**src/rtl/csa_operand_sequencer.sv**
```systemverilog
// Byte-serial operand loader and result capture for the 32-bit carry-select adder.
// Optional signed-overflow result bit is enabled by defining CSA_SEQ_OVERFLOW_EN.
module csa_operand_sequencer #(
    parameter int BYTE_W        = 8,
    parameter int SETTLE_CYCLES = 1
) (
    input  logic              clk,
    input  logic              rst_n,
    input  logic              in_valid,
    output logic              in_ready,
    input  logic [BYTE_W-1:0] in_data,
    input  logic              in_cin,
    output logic [31:0]       add_a,
    output logic [31:0]       add_b,
    output logic              add_cin,
    input  logic [31:0]       add_sum,
    input  logic              add_cout,
    output logic              res_valid,
    input  logic              res_ready,
    output logic [31:0]       res_sum,
    output logic              res_cout,
`ifdef CSA_SEQ_OVERFLOW_EN
    output logic              res_ovf,
`endif
    output logic              busy
);

    typedef enum logic [1:0] {LOAD_A, LOAD_B, SETTLE, HOLD} state_t;

    state_t      r_state;
    logic [1:0]  r_byte_cnt;
    logic [3:0]  r_settle_cnt;
    logic [31:0] r_add_a;
    logic [31:0] r_add_b;
    logic        r_add_cin;
    logic [31:0] r_res_sum;
    logic        r_res_cout;
    logic        r_res_valid;
    logic        w_in_ready;
    logic        w_xfer;
    logic [4:0]  w_bit_base;

    assign w_in_ready = (r_state == LOAD_A) || (r_state == LOAD_B);
    assign w_xfer     = in_valid && w_in_ready;
    assign w_bit_base = {r_byte_cnt, 3'b000};

`ifdef CSA_SEQ_OVERFLOW_EN
    logic r_res_ovf;
    logic w_ovf;
    // Same-sign operands producing an opposite-sign sum
    assign w_ovf = (r_add_a[31] == r_add_b[31]) && (add_sum[31] != r_add_a[31]);

    always_ff @(posedge clk) begin
        if (!rst_n)
            r_res_ovf <= 1'b0;
        else if (r_state == SETTLE && r_settle_cnt == 4'd0)
            r_res_ovf <= w_ovf;
    end

    assign res_ovf = r_res_ovf;
`endif

    always_ff @(posedge clk) begin
        if (!rst_n) begin
            r_state      <= LOAD_A;
            r_byte_cnt   <= 2'd0;
            r_settle_cnt <= 4'd0;
            r_add_a      <= 32'd0;
            r_add_b      <= 32'd0;
            r_add_cin    <= 1'b0;
            r_res_sum    <= 32'd0;
            r_res_cout   <= 1'b0;
            r_res_valid  <= 1'b0;
        end else begin
            case (r_state)
                LOAD_A: begin
                    if (w_xfer) begin
                        r_add_a[w_bit_base +: 8] <= in_data[7:0];
                        r_byte_cnt <= r_byte_cnt + 2'd1;
                        if (r_byte_cnt == 2'd3)
                            r_state <= LOAD_B;
                    end
                end
                LOAD_B: begin
                    if (w_xfer) begin
                        r_add_b[w_bit_base +: 8] <= in_data[7:0];
                        r_byte_cnt <= r_byte_cnt + 2'd1;
                        if (r_byte_cnt == 2'd3) begin
                            r_add_cin    <= in_cin;
                            r_settle_cnt <= 4'(SETTLE_CYCLES - 1);
                            r_state      <= SETTLE;
                        end
                    end
                end
                SETTLE: begin
                    if (r_settle_cnt == 4'd0) begin
                        r_res_sum   <= add_sum;
                        r_res_cout  <= add_cout;
                        r_res_valid <= 1'b1;
                        r_state     <= HOLD;
                    end else begin
                        r_settle_cnt <= r_settle_cnt - 4'd1;
                    end
                end
                HOLD: begin
                    if (r_res_valid && res_ready) begin
                        r_res_valid <= 1'b0;
                        r_state     <= LOAD_A;
                    end
                end
                default: r_state <= LOAD_A;
            endcase
        end
    end

    assign in_ready  = w_in_ready;
    assign add_a     = r_add_a;
    assign add_b     = r_add_b;
    assign add_cin   = r_add_cin;
    assign res_valid = r_res_valid;
    assign res_sum   = r_res_sum;
    assign res_cout  = r_res_cout;
    assign busy      = !((r_state == LOAD_A) && (r_byte_cnt == 2'd0));

endmodule

```
**config.mk**
```make
export PLATFORM = sky130hd
export DESIGN_NAME = csa_operand_sequencer
export DESIGN_NICKNAME = d
export VERILOG_FILES = /design/src/rtl/csa_operand_sequencer.sv
export SDC_FILE = /design/constraint.sdc
export NUM_CORES = 1
export LEC_CHECK = 0
export CORE_ASPECT_RATIO = 0.75
export CORE_MARGIN = 10
export CORE_UTILIZATION = 30
export CTS_BUF_LIST = sky130_fd_sc_hd__clkbuf_16
export CTS_CLUSTER_DIAMETER = 50
export CTS_CLUSTER_SIZE = 40
export DETAILED_ROUTE_END_ITERATION = 10
export GPL_TIMING_DRIVEN = 1
export SLEW_MARGIN = 25
export SYNTH_ARGS = -nofsm -noshare
export SYNTH_HDL_FRONTEND = slang
export SYNTH_SLANG_ARGS = --single-unit
```
**constraint.sdc**
```tcl
create_clock -name clk -period 2.55 [get_ports clk]
set_input_delay 0.6375 -clock clk [delete_from_list [all_inputs] [get_ports clk]]
set_output_delay 0.6375 -clock clk [all_outputs]
set_load 0.1 [all_outputs]
```
# Word-level counts from Yosys, hierarchy flattened
# Index checks and enable logic that the tools add are counted.
op_classes:
  addsub: 3
  eq_ne: 11
  shift: 2
  n_mux: 16
  n_reduce_logical: 19
op_table:
  columns: ["op", "count"]
  rows:
  - ["bitwise mux 32 bit", 2]
  - ["variable shift 8 x 7 -> 32 bit, first input constant", 1]
  - ["indexed part select 8 x 7 -> 32 bit", 1]
  - ["two-way mux 2 bit", 6]
  - ["two-way mux 4 bit", 3]
  - ["!= test 2 bit, second input constant", 5]
  - ["one-hot mux 2 bit (4 select lines)", 1]
  - ["one-hot mux 4 bit (2 select lines)", 1]
  - ["AND reduction 2 bit", 4]
  - ["negation 5 -> 7 bit", 1]
  - ["equality test 2 bit, second input constant", 3]
  - ["AND reduction 3 bit", 2]
  - ["AND reduction 6 bit", 1]
  - ["zero test 2 bit", 2]
  - ["zero test 4 bit", 1]
  - ["!= test 2 x 1 -> 1 bit, second input constant", 2]
  - ["AND reduction 4 bit", 1]
  - ["nonzero test 2 bit", 2]
  - ["subtractor 4 x 1 -> 4 bit, second input constant", 1]
  - ["logical AND 1 bit", 3]
  - ["adder 2 x 1 -> 2 bit, second input constant", 1]
  - ["equality test 2 x 1 -> 1 bit, second input constant", 1]
  - ["two-way mux 1 bit", 2]
  - ["one-hot mux 1 bit (2 select lines)", 1]
  - ["other kinds (3)", 3]
word_totals:
  ff_bits: 107
  out_inout_bits: 101
  word_cells: 60

# Logic depth before layout (Yosys ltp)
# Gate-level depths: netlist of run 1.
depth:
  word_depth: 5
  mapped_depth: 8
  mapped_depth_nobuf: 5

# Worst setup path after synthesis of run 1
# Ideal clock, no wire load.
synth_timing:
  path_kind: "register -> output"
  from: "register r_byte_cnt[0]"
  to: "output busy"
  arrival_time_ns: 1.516
  required_time_ns: 1.913
  slack_ns: 0.397
  stages_incl_launch_ff: 4
  n_path_buf: 0
  path_cell_list: "dfxtp_1 -> inv_1 -> ha_1 -> nand2_1"
synth_between:
  elab_chain_cells: 3
synth_lines:
  columns: ["item", "line", "text"]
  rows:
  - ["start, declared", "31", "logic [1:0] r_byte_cnt;"]
  - ["start signal, assigned", "79", "r_byte_cnt <= r_byte_cnt + 2'd1;"]
  - ["start signal, assigned", "87", "r_byte_cnt <= r_byte_cnt + 2'd1;"]
  - ["zero test 2 bit", "123", "assign busy = !((r_state == LOAD_A) && (r_byte_cnt == 2'd0));"]
  - ["logical AND 1 bit", "123", null]
  - ["zero test 1 bit", "123", null]
  - ["end, declared", "25", "output logic busy"]
# No other way between the ends.

# Worst setup path in the final report of run 1
layout_timing:
  from: "register r_state[0]"
  to: "output in_ready"
layout_between:
  elab_chain_cells: 2
layout_lines:
  columns: ["item", "line", "text"]
  rows:
  - ["start, declared", "30", "state_t r_state;"]
  - ["start signal, assigned", "65", "r_state <= LOAD_A;"]
  - ["start signal, assigned", "81", "r_state <= LOAD_B;"]
  - ["start signal, assigned", "91", "r_state <= SETTLE;"]
  - ["equality test 2 x 1 -> 1 bit or zero test 2 bit (tied branches)", "43", "assign w_in_ready = (r_state == LOAD_A) || (r_state == LOAD_B);"]
  - ["logical OR 1 bit *", "43", null]
  - ["end, declared", "10", "output logic in_ready,"]
# Every way passes the cells marked *; elsewhere a longest branch is shown, timed or not.

==> run_results.csv, run 1 <==
group,metric,value,unit
timing,finClkSkew,0.01010,ns
drt,drtIter0Drc,170,
hold_path,hold_depth,2,
hold_path,hold_class,"register to register",
final_layout,drive_above_1_share,23.52,%
grt,gr-usage-met1,16.80,%
power,p_per_area,737.3,mW/mm2
synthesis,ys.flop_type,"dfxtp_1",
clocking,cts_buffers,9,
grt,grt-busiest-layer,"met2",
drt,wl_per_cell,17.31,um
timing,fin_crit,2.429,ns
grt,grt_max_degree,61,
power,share_seq_of_total_power,41.7,%
run_status,status,"completed",
timing,finalCritPeriodShare,95.26,%
timing,final.setup.tns,0,ns
grt,track_usage,13.57,%
grt,grt_pass1_vias,3669,
die,die-area,0.01890,mm2
clocking,cts.hold.buffers_added,0,
placement,dp_hpwl,9889,um
timing,hold_slack,0.4548,ns
die,start_util,30.33,%
timing,max_freq,411.7,MHz
job,max_cap_viol_count,0,
critical_path,end_kind,"output pin",
critical_path,worst-path-max-fanout,10,
synthesis,syn_inst,457,
power,power.leakage,2.297,nW
die,core,0.01361,mm2
die,die_y,121.6,um
clocking,postCtsResizedCells,0,
drt,wirelength,13270,um
placement,place_inst,750,
synthesis,ys_warn_count,0,
final_layout,final_cells,767,
clocking,path_clk_slew,0.07,ns
grt,antenna_found_initial,1,
timing,rsz0062_at_grt,"false",
hold_path,worstHoldStart,"res_sum[12]$_SDFFE_PN0P_",
die,rows,37,
clocking,cts-htree-levels,3,
clocking,cts-root-buf,"clkbuf_16",
synthesis,synth_fp_nets,515,
power,p_total,4.259,mW
synthesis,ys_ff_latch,107,
critical_path,start_kind,"register",
die,io_pins,147,
power,power.internal,2.729,mW
grt,grt_pass1_wl,20710,um
clocking,clock_latency,0.35,ns
drt,num_vias,3728,
critical_path,critPathKind,"register to output pin",
synthesis,synth_edf_count,0,
grt,grt-ovfl-total,0,
timing,hold_viol,0,
critical_path,r2r_start,"r_byte_cnt[0]$_SDFFE_PN0P_",
timing,tightest_slew,0.5672,ns
grt,grtUsageMet3,4.401,%
synthesis,ys_types,43,
grt,use_met2,21.85,%
critical_path,r2r-end,"add_a[10]$_SDFFE_PN0P_",
timing,slew_violations,0,
power,max-vdd-ir-drop,349.1,uV
power,combinationalPowerShare,27.4,%
final_layout,final_common_cell,"buf_4",
drt,postRouteAntennaNets,0,
timing,slew_headroom,62.07,%
clocking,clockBufferDepth,2,
drt,drc_errors,0,
critical_path,reg2reg_slack,0.38,ns
clocking,cts_tree,"done",
die,fp.dieW,155.4,um
drt,via_per_inst,4.860,
placement,place_congestion,0.8024,
final_layout,nets,644,
placement,portBuffers,146,
power,p_sw,1.530,mW
power,pwr-share-clk,30.9,%
final_layout,nFillCells,1333,
drt,firstDrtPassIters,4,
synthesis,synth-async-reset-ratio,0,%
synthesis,synth-seq-area-share,51.89,%
clocking,clock-sinks,107,
synthesis,synthesis.area,0.004128,mm2
critical_path,crit_arrival,1.79,ns
critical_path,worstRegToRegCells,5,
synthesis,synth.avg_cell_area,9.032,um2
power,p_sw_share,35.92,%
timing,setup_violations,0,
hold_path,whs_endpoint,"res_sum[12]$_SDFFE_PN0P_",
final_layout,syn_to_final_growth,39.95,%
critical_path,crit_required,1.91,ns
clocking,cts_setup_buffers,0,
final_layout,final_cell_mix,"buf_4 (108), dfxtp_1 (107), nand2_1 (98)",
## cell families after synthesis
family | count (synthesis) | share of synthesized area, %
multiplexers | 7 | 1.698
adder cells (fa/ha/maj) | 12 | 3.637
AND/OR/NAND/NOR | 173 | 19.92
flip-flops | 107 | 51.89
AO/OA/AOI/OAI | 110 | 17.64
XOR/XNOR | 1 | 0.2122
buffers and inverters | 47 | 5.001
## worst max-delay path, cell delays in order (launching register included)
cell and delay, ns:
dfxtp_1 0.43, inv_1 0.12, ha_1 0.33, or2_2 0.38, buf_12 0.18
## how the worst max path moves through the flow
stage / cells past startpoint / slack, ns / from / end
2_1_floorplan: 3 / 0.40 / r_byte_cnt[0]$_SDFFE_PN0P_ / busy
3_3_place_gp: 5 / 0.42 / in_valid / r_settle_cnt[2]$_SDFFE_PN0P_
3_5_place_dp: 4 / 0.36 / rst_n / add_a[10]$_SDFFE_PN0P_
4_1_cts: 4 / 0.11 / r_state[0]$_SDFFE_PN0P_ / in_ready
5_1_grt: 4 / 0.04 / r_state[0]$_SDFFE_PN0P_ / in_ready
6_report: 4 / 0.12 / r_state[0]$_SDFFE_PN0P_ / in_ready
## per-stage QoR
step	cell area (um2)	util, %	worst slack, ns
floorplan	4128	-	0.3966
finish	5777	42.44	0.1210
global placement	5495	40.38	0.4195
CTS	5774	42.43	0.1111
global route	5777	42.44	0.03686
detailed placement	5495	40.38	0.3611
## layer usage
metal | wire length, um | up-vias | share of wire, %
met5 | 0 | - | 0
met4 | 242 | 0 | 1.8
met3 | 1015 | 18 | 7.6
met2 | 6309 | 117 | 48
met1 | 5707 | 1754 | 43
li1 | - | 1839 | -
## power groups by stage
stage / combinational (mW) / clock (mW) / sequential, mW
3_5_place_dp: 1.17 / 0 / 1.81
4_1_cts: 1.17 / 1.35 / 1.78
3_3_place_gp: 1.16 / 0 / 1.81
5_1_grt: 1.24 / 1.42 / 1.79
6_report: 1.17 / 1.31 / 1.78
2_1_floorplan: 0.538 / 0 / 2.12
## sequential cells by signal (all words and copies together), names as in the netlist
| register | cells |
|---|---|
| add_b | 32 |
| res_valid | 1 |
| add_a | 32 |
| res_cout | 1 |
| r_settle_cnt | 4 |
| r_state | 2 |
| res_sum | 32 |
| r_byte_cnt | 2 |
| add_cin | 1 |
## cell usage after synthesis (2+ instances only)
cell       number  area share [%]
and4bb_2        2            0.61
and2_0          3            0.45
clkbuf_1       12             1.1
inv_1           9            0.82
clkbuf_2        8            0.97
nand3_1        33             4.0
o311ai_0        2            0.42
buf_1           4            0.36
nand4bb_1       2            0.55
o21ai_0         4            0.49
dfxtp_1       107              52
nor2_1         16             1.5
buf_2          13             1.6
a22o_1         28             5.9
a32oi_1         8             1.7
nor3_2          4            0.97
mux2i_1         7             1.7
a21oi_1        59             7.2
nand2_1        98             8.9
and3_1          3            0.45
nand4_1         2            0.30
ha_1           12             3.6
## layout make-up
| type | instances | area [um2] | area share [%] |
|---|---|---|---|
| Sequential cell | 107 | 2142 | 37.08 |
| Multi-Input combinational cell | 303 | 1779 | 30.80 |
| Timing Repair Buffer | 156 | 1321 | 22.87 |
| Clock buffer | 9 | 225.2 | 3.899 |
| Tap cell | 175 | 219.0 | 3.790 |
| Clock inverter | 7 | 53.80 | 0.9313 |
| Inverter | 9 | 33.78 | 0.5848 |
| Antenna cell | 1 | 2.502 | 0.04332 |
(Power assumes the default switching activity.)
==> inputs of run 2 (changes only) <==
--- a/config.mk
+++ b/config.mk
@@ -13,6 +13,7 @@
 export CTS_CLUSTER_SIZE = 40
 export DETAILED_ROUTE_END_ITERATION = 10
 export GPL_TIMING_DRIVEN = 1
+export SKIP_CTS_REPAIR_TIMING = 1
 export SLEW_MARGIN = 25
 export SYNTH_ARGS = -nofsm -noshare
 export SYNTH_HDL_FRONTEND = slang
==> results of run 2 <==
Final layout, timing and power as in run 1 (identical DEF).
